[config.mk]
export PLATFORM = sky130hd
export DESIGN_NAME = spi_cmd_proto
export DESIGN_NICKNAME = d
export VERILOG_FILES = /design/src/rtl/spi_cmd_proto_pkg.sv /design/src/rtl/spi_cmd_proto_status.sv /design/src/rtl/spi_cmd_proto.sv
export SDC_FILE = /design/constraint.sdc
export NUM_CORES = 1
export LEC_CHECK = 0
export ABC_AREA = 1
export BUFFER_PORTS_ARGS = -buffer_cell sky130_fd_sc_hd__buf_2
export CORE_MARGIN = 8
export CORE_UTILIZATION = 35
export CTS_CLUSTER_DIAMETER = 100
export DETAILED_ROUTE_END_ITERATION = 12
export SLEW_MARGIN = 40
export SYNTH_ARGS = -nofsm -noshare
export SYNTH_HDL_FRONTEND = slang
export SYNTH_SLANG_ARGS = --single-unit
[constraint.sdc]
create_clock -name clk -period 2.1 [get_ports clk]
set_clock_uncertainty 0.1 [all_clocks]
set_input_delay 0.105 -clock clk [delete_from_list [all_inputs] [get_ports clk]]
set_output_delay 0.105 -clock clk [all_outputs]
set_load 0.05 [all_outputs]
[src/rtl/spi_cmd_proto_pkg.sv]
// Shared definitions for the SPI command protocol decoder: command codes,
// FSM encoding and status-byte layout.
package spi_cmd_proto_pkg;

   localparam logic [7:0] CMD_WRITE = 8'h02;
   localparam logic [7:0] CMD_READ  = 8'h03;

   typedef enum logic [2:0] {
      ST_IDLE   = 3'd0,
      ST_CMD    = 3'd1,
      ST_ADDR   = 3'd2,
      ST_DUMMY  = 3'd3,
      ST_WR     = 3'd4,
      ST_RD     = 3'd5,
      ST_IGNORE = 3'd6
   } state_e;

   localparam int STAT_INVALID_BIT = 0;
   localparam int STAT_ABORTED_BIT = 1;
   localparam int STAT_CNT_LSB     = 4;
   localparam int STAT_CNT_W       = 4;

   function automatic logic [7:0] pack_status(input logic [STAT_CNT_W-1:0] cnt,
                                              input logic aborted,
                                              input logic invalid);
      logic [7:0] s;
      s = 8'h00;
      s[STAT_CNT_LSB +: STAT_CNT_W] = cnt;
      s[STAT_ABORTED_BIT]           = aborted;
      s[STAT_INVALID_BIT]           = invalid;
      return s;
   endfunction

endpackage

[src/rtl/spi_cmd_proto_status.sv]
// Frame counter and last-frame flags, presented as the byte shifted out during
// the command byte. Only built when SPI_CMD_PROTO_STATUS_EN is defined.
`ifdef SPI_CMD_PROTO_STATUS_EN
module spi_cmd_proto_status
   import spi_cmd_proto_pkg::*;
(
   input  logic       clk,
   input  logic       rst,
   input  logic       csn_rise_i,
   input  state_e     state_i,
   input  state_e     state_nxt_i,
   output logic [7:0] status_o
);

   logic [STAT_CNT_W-1:0] cnt_q, cnt_d;
   logic                  aborted_q, aborted_d;
   logic                  invalid_q, invalid_d;
   logic                  frame_inv_q, frame_inv_d;

   always_comb begin
      cnt_d       = cnt_q;
      aborted_d   = aborted_q;
      invalid_d   = invalid_q;
      frame_inv_d = frame_inv_q;
      if (state_i == ST_CMD && state_nxt_i == ST_IGNORE) frame_inv_d = 1'b1;
      // Flags describe the frame that just closed, so they only move on csn_rise.
      if (csn_rise_i) begin
         cnt_d       = cnt_q + 1'b1;
         aborted_d   = (state_i == ST_ADDR) || (state_i == ST_DUMMY);
         invalid_d   = frame_inv_q;
         frame_inv_d = 1'b0;
      end
   end

   always_ff @(posedge clk) begin
      if (rst) begin
         cnt_q       <= '0;
         aborted_q   <= 1'b0;
         invalid_q   <= 1'b0;
         frame_inv_q <= 1'b0;
      end else begin
         cnt_q       <= cnt_d;
         aborted_q   <= aborted_d;
         invalid_q   <= invalid_d;
         frame_inv_q <= frame_inv_d;
      end
   end

   assign status_o = pack_status(cnt_q, aborted_q, invalid_q);

endmodule
`endif

[src/rtl/spi_cmd_proto.sv]
// CS-framed command/address/data decoder driving a single-cycle register bus.
// Optional status byte on the command slot: define SPI_CMD_PROTO_STATUS_EN.
module spi_cmd_proto
   import spi_cmd_proto_pkg::*;
#(
   parameter int ADDR_W = 8
) (
   input  logic              clk,
   input  logic              rst,
   input  logic [7:0]        in_data,
   input  logic              in_stb,
   output logic [7:0]        out_data,
   input  logic              out_ack,
   input  logic              csn_state,
   input  logic              csn_rise,
   input  logic              csn_fall,
   output logic [ADDR_W-1:0] bus_addr,
   output logic [7:0]        bus_wdata,
   output logic              bus_we,
   output logic              bus_re,
   input  logic [7:0]        bus_rdata
);

   state_e            state_q, state_d;
   logic              rd_cmd_q, rd_cmd_d;
   logic [ADDR_W-1:0] addr_q, addr_d;
   logic [7:0]        wdata_q, wdata_d;
   logic [7:0]        out_q, out_d;
   logic              we_q, we_d;
   logic              re_q, re_d;
   logic              re_pend_q, re_pend_d;
   logic              inc_pend_q, inc_pend_d;
   logic              rd_vld_q, rd_vld_d;
   logic              stb_ok;
   logic [7:0]        status_byte;

`ifdef SPI_CMD_PROTO_STATUS_EN
   spi_cmd_proto_status u_status (
      .clk         (clk),
      .rst         (rst),
      .csn_rise_i  (csn_rise),
      .state_i     (state_q),
      .state_nxt_i (state_d),
      .status_o    (status_byte)
   );
`else
   assign status_byte = 8'h00;
`endif

   assign stb_ok = in_stb & ~csn_state;

   always_comb begin
      // NOTE: every _d gets its hold value first so no path can infer a latch.
      state_d    = state_q;
      rd_cmd_d   = rd_cmd_q;
      addr_d     = addr_q;
      wdata_d    = wdata_q;
      out_d      = out_q;
      we_d       = 1'b0;
      re_d       = re_pend_q;
      re_pend_d  = 1'b0;
      inc_pend_d = 1'b0;
      rd_vld_d   = re_q;

      if (inc_pend_q) addr_d = addr_q + ADDR_W'(1);

      // Frame edges win over any byte in the same cycle; in-flight reads are dropped.
      if (csn_rise) begin
         state_d  = ST_IDLE;
         out_d    = 8'h00;
         re_d     = 1'b0;
         rd_vld_d = 1'b0;
      end else if (csn_fall) begin
         state_d  = ST_CMD;
         out_d    = status_byte;
         re_d     = 1'b0;
         rd_vld_d = 1'b0;
      end else begin
         if (rd_vld_q && (state_q == ST_DUMMY || state_q == ST_RD)) out_d = bus_rdata;

         case (state_q)
            ST_CMD: begin
               if (stb_ok) begin
                  out_d = 8'h00;
                  if (in_data == CMD_WRITE || in_data == CMD_READ) begin
                     rd_cmd_d = (in_data == CMD_READ);
                     state_d  = ST_ADDR;
                  end else begin
                     state_d = ST_IGNORE;
                  end
               end
            end
            ST_ADDR: begin
               if (stb_ok) begin
                  addr_d = in_data[ADDR_W-1:0];
                  if (rd_cmd_q) begin
                     state_d = ST_DUMMY;
                     re_d    = 1'b1;
                  end else begin
                     state_d = ST_WR;
                  end
               end
            end
            ST_DUMMY: begin
               if (stb_ok) state_d = ST_RD;
            end
            ST_WR: begin
               if (stb_ok) begin
                  we_d       = 1'b1;
                  wdata_d    = in_data;
                  inc_pend_d = 1'b1;
               end
            end
            ST_RD: begin
               // Prefetch the next byte as soon as the core has taken the current one.
               if (out_ack) begin
                  addr_d    = addr_q + ADDR_W'(1);
                  re_pend_d = 1'b1;
               end
            end
            default: ;
         endcase
      end
   end

   always_ff @(posedge clk) begin
      if (rst) begin
         state_q    <= csn_state ? ST_IDLE : ST_IGNORE;
         rd_cmd_q   <= 1'b0;
         addr_q     <= '0;
         wdata_q    <= 8'h00;
         out_q      <= 8'h00;
         we_q       <= 1'b0;
         re_q       <= 1'b0;
         re_pend_q  <= 1'b0;
         inc_pend_q <= 1'b0;
         rd_vld_q   <= 1'b0;
      end else begin
         state_q    <= state_d;
         rd_cmd_q   <= rd_cmd_d;
         addr_q     <= addr_d;
         wdata_q    <= wdata_d;
         out_q      <= out_d;
         we_q       <= we_d;
         re_q       <= re_d;
         re_pend_q  <= re_pend_d;
         inc_pend_q <= inc_pend_d;
         rd_vld_q   <= rd_vld_d;
      end
   end

   assign out_data  = out_q;
   assign bus_addr  = addr_q;
   assign bus_wdata = wdata_q;
   assign bus_we    = we_q;
   assign bus_re    = re_q;

endmodule

==> flow_summary.ini <==
[detailed_routing]
drt_iter0_drc = 97
antenna_left = 0
wirelength_um = 4590
viasPerCell = 4.59
wl_per_cell_um = 12.2
drc = 0
dr.pass1.iters = 4
dr_total_vias = 1722

[synthesis]
ys_seq_area_share_pct = 38.3
syn_area_um2 = 1750
syn-num-nets = 275
synth.area.top_cells = dfxtp_1 33%, nand2_1 13%, nor2_1 8.4%, nand3_1 5.1%, nor3_2 5.1%
syn_inst = 251
ys_seq_elements = 32
ys.warnings.count = 0
synth.distinct_cells = 39
synth_top_area_share_pct = 33.1
syn_area_per_cell_um2 = 6.98
synth_top_area_cell = dfxtp_1

[clock_tree]
clk_pin_slew_ns = 0.07
clk_path_buf_depth = 2
cts_tree = built
htree_levels = 2
cts.sinks = 32
cts_root_buf = clkbuf_8
cts_buffers = 5
post_cts_resized = 0
clock_latency_ns = 0.28

[sta]
fin_setup_tns_ns = 0
clock.fmax_mhz = 573
finalCritPeriodShare_pct = 83.1
slew-limit-headroom_pct = 69.0
final_max_slew_viol_count = 0
tightestPinTransition_ns = 0.461
finalWorstSetupSlack_ns = 0.354
hold_violations = 0
period_needed_ns = 1.75
rsz0062_at_grt = no
setup_viol = 0

[global_routing]
grt_pass1_wl_um = 7470
overflow = 0
grt_usage_pct = 12.6
grt_pass1_vias = 1615
antenna_found_initial = 0
grt_start_max_net_pins = 15

[pwr]
power_leakage_nw = 1.07
p_per_area_nw_per_um2 = 580
power_mw = 1.27
ir_drop_uv = 283

[setup_path]
critPathMaxFanout = 14
endpoint_kind = flip-flop
crit_arrival_ns = 1.85
path_class = input port to flip-flop
worstPathRequired_ns = 2.20
crit_path_start_kind = input port

[floorplan]
initial_core_util_pct = 36.6
rows = 25
io_pins = 49
coreArea_um2 = 4790
fp.dieW_um = 86.7
die_h_um = 86.7
die-area_um2 = 7520

[placed_design]
numPortBuffers = 48
gp_congestion = 0.815
dpl_worst_slack_ns = 0.545
hpwl_um = 3580

[finish]
antenna_cells = 0
layout-drive-gt1-share_pct = 30.5
nNetsFinal = 331
area_growth_pct = 24.9

[hold_path]
hold_path_class = input port to flip-flop

[flow_run]
cap_violations = 0

[outcome]
status = complete, no violations
## where the power goes
group | leakage, nW | total (mW) | internal, mW | switching, mW
Clock | 0.0510 | 0.484 | 0.261 | 0.223
Combinational | 0.755 | 0.144 | 0.0482 | 0.0954
Sequential | 0.267 | 0.642 | 0.627 | 0.0148
Total | 1.07 | 1.27 | 0.937 | 0.333
## Yosys cell counts, drive strengths merged
cell / n
xor2: 1
ha: 1
dfxtp: 29
o31ai: 2
nand3: 20
o21a: 1
or2: 1
a31oi: 1
xnor2: 1
a311oi: 1
nand2: 66
o21bai: 1
nand4: 2
o21ai: 16
buf: 3
nor3: 10
clkbuf: 1
a32oi: 1
edfxtp: 3
a21oi: 9
inv: 35
o22ai: 1
nor2: 43
a21boi: 2
## sequential cells by signal, summed over array words and instances (netlist names)
name	flops
bus_addr	8
bus_wdata	8
out_data	8
state_q	3
bus_re	1
inc_pend_q	1
rd_cmd_q	1
rd_vld_q	1
re_pend_q	1
## placed cells by master, fill, tap and decap left out, types with 2 or more instances in the layout
cell / count
inv_2: 13
dlygate4sd3_1: 4
edfxtp_1: 3
o21ai_1: 6
buf_2: 48
nand2_2: 4
o21ai_0: 9
dfxtp_1: 29
nand3_1: 18
clkbuf_8: 6
inv_1: 22
a21oi_1: 9
nor3_2: 9
nor2_1: 39
clkinv_2: 2
nor2_2: 3
nand2_1: 61
## cell type report
cell class | count | area [µm²]
clock buffer | 6 | 82.6
clock inverter | 2 | 10.0
fill | 497 | 2600
inverter | 35 | 131
multi-input combinational | 180 | 922
sequential | 32 | 671
tap | 67 | 83.8
timing repair buffer | 53 | 288
## worst paths after layout
kind,startpoint,endpoint,slack (ns),depth (start not counted)
min reg2reg,bus_re,rd_vld_q,0.34,2
max,rst,out_data[2],0.35,6
max reg2reg,state_q[2],out_data[2],0.52,3
min,in_data[2],bus_wdata[2],0.007,3
## routing by layer
| layer | vias to the layer above | share of wire (%) | global-route usage [%] |
|---|---|---|---|
| met3 | 7 | 5.9 | 4.06 |
| met4 | 0 | 1.5 | 5.63 |
| li1 | 912 | - | - |
| met5 | - | 0 | 0 |
| met1 | 756 | 48 | 15.7 |
| met2 | 47 | 44 | 19.0 |
## what timing repair did
| item | 4_1_cts | 5_1_grt |
|---|---|---|
| hold endpoints to repair | 5 | 0 |
| hold buffers | 4 | 0 |
| setup buffers | 0 | 0 |
## metrics by stage
stage	hold slack (ns)	cell area [µm²]	utilization, %	cells
after CTS	0.000583	2190	45.7	375
after global placement	0.258	2060	43.0	363
after detailed placement	0.252	2060	43.0	363
after floorplan	0.0741	1750	-	251
final	0.00744	2190	45.7	375
after global routing	0.0148	2190	45.7	375
## cell families (layout without fill, tap and decap cells)
logic type | Yosys count | after routing | share of synthesized area [%]
xor gates and xnor gates | 2 | 2 | 1.00
adders and majority gates | 1 | 1 | 0.714
and+or+nand+nor | 142 | 142 | 38.8
AOI/OAI and AO/OA | 35 | 35 | 12.1
DFF | 32 | 32 | 38.3
buffers and inverters | 39 | 96 | 9.07
## critical path, cell delays in order
cell and delay (ns):
dlygate4sd3_1 0.54, buf_2 0.17, inv_2 0.22, nand3_2 0.19, or2_1 0.43, nor3_2 0.19
Note: power is estimated with default switching activity, not from simulation.
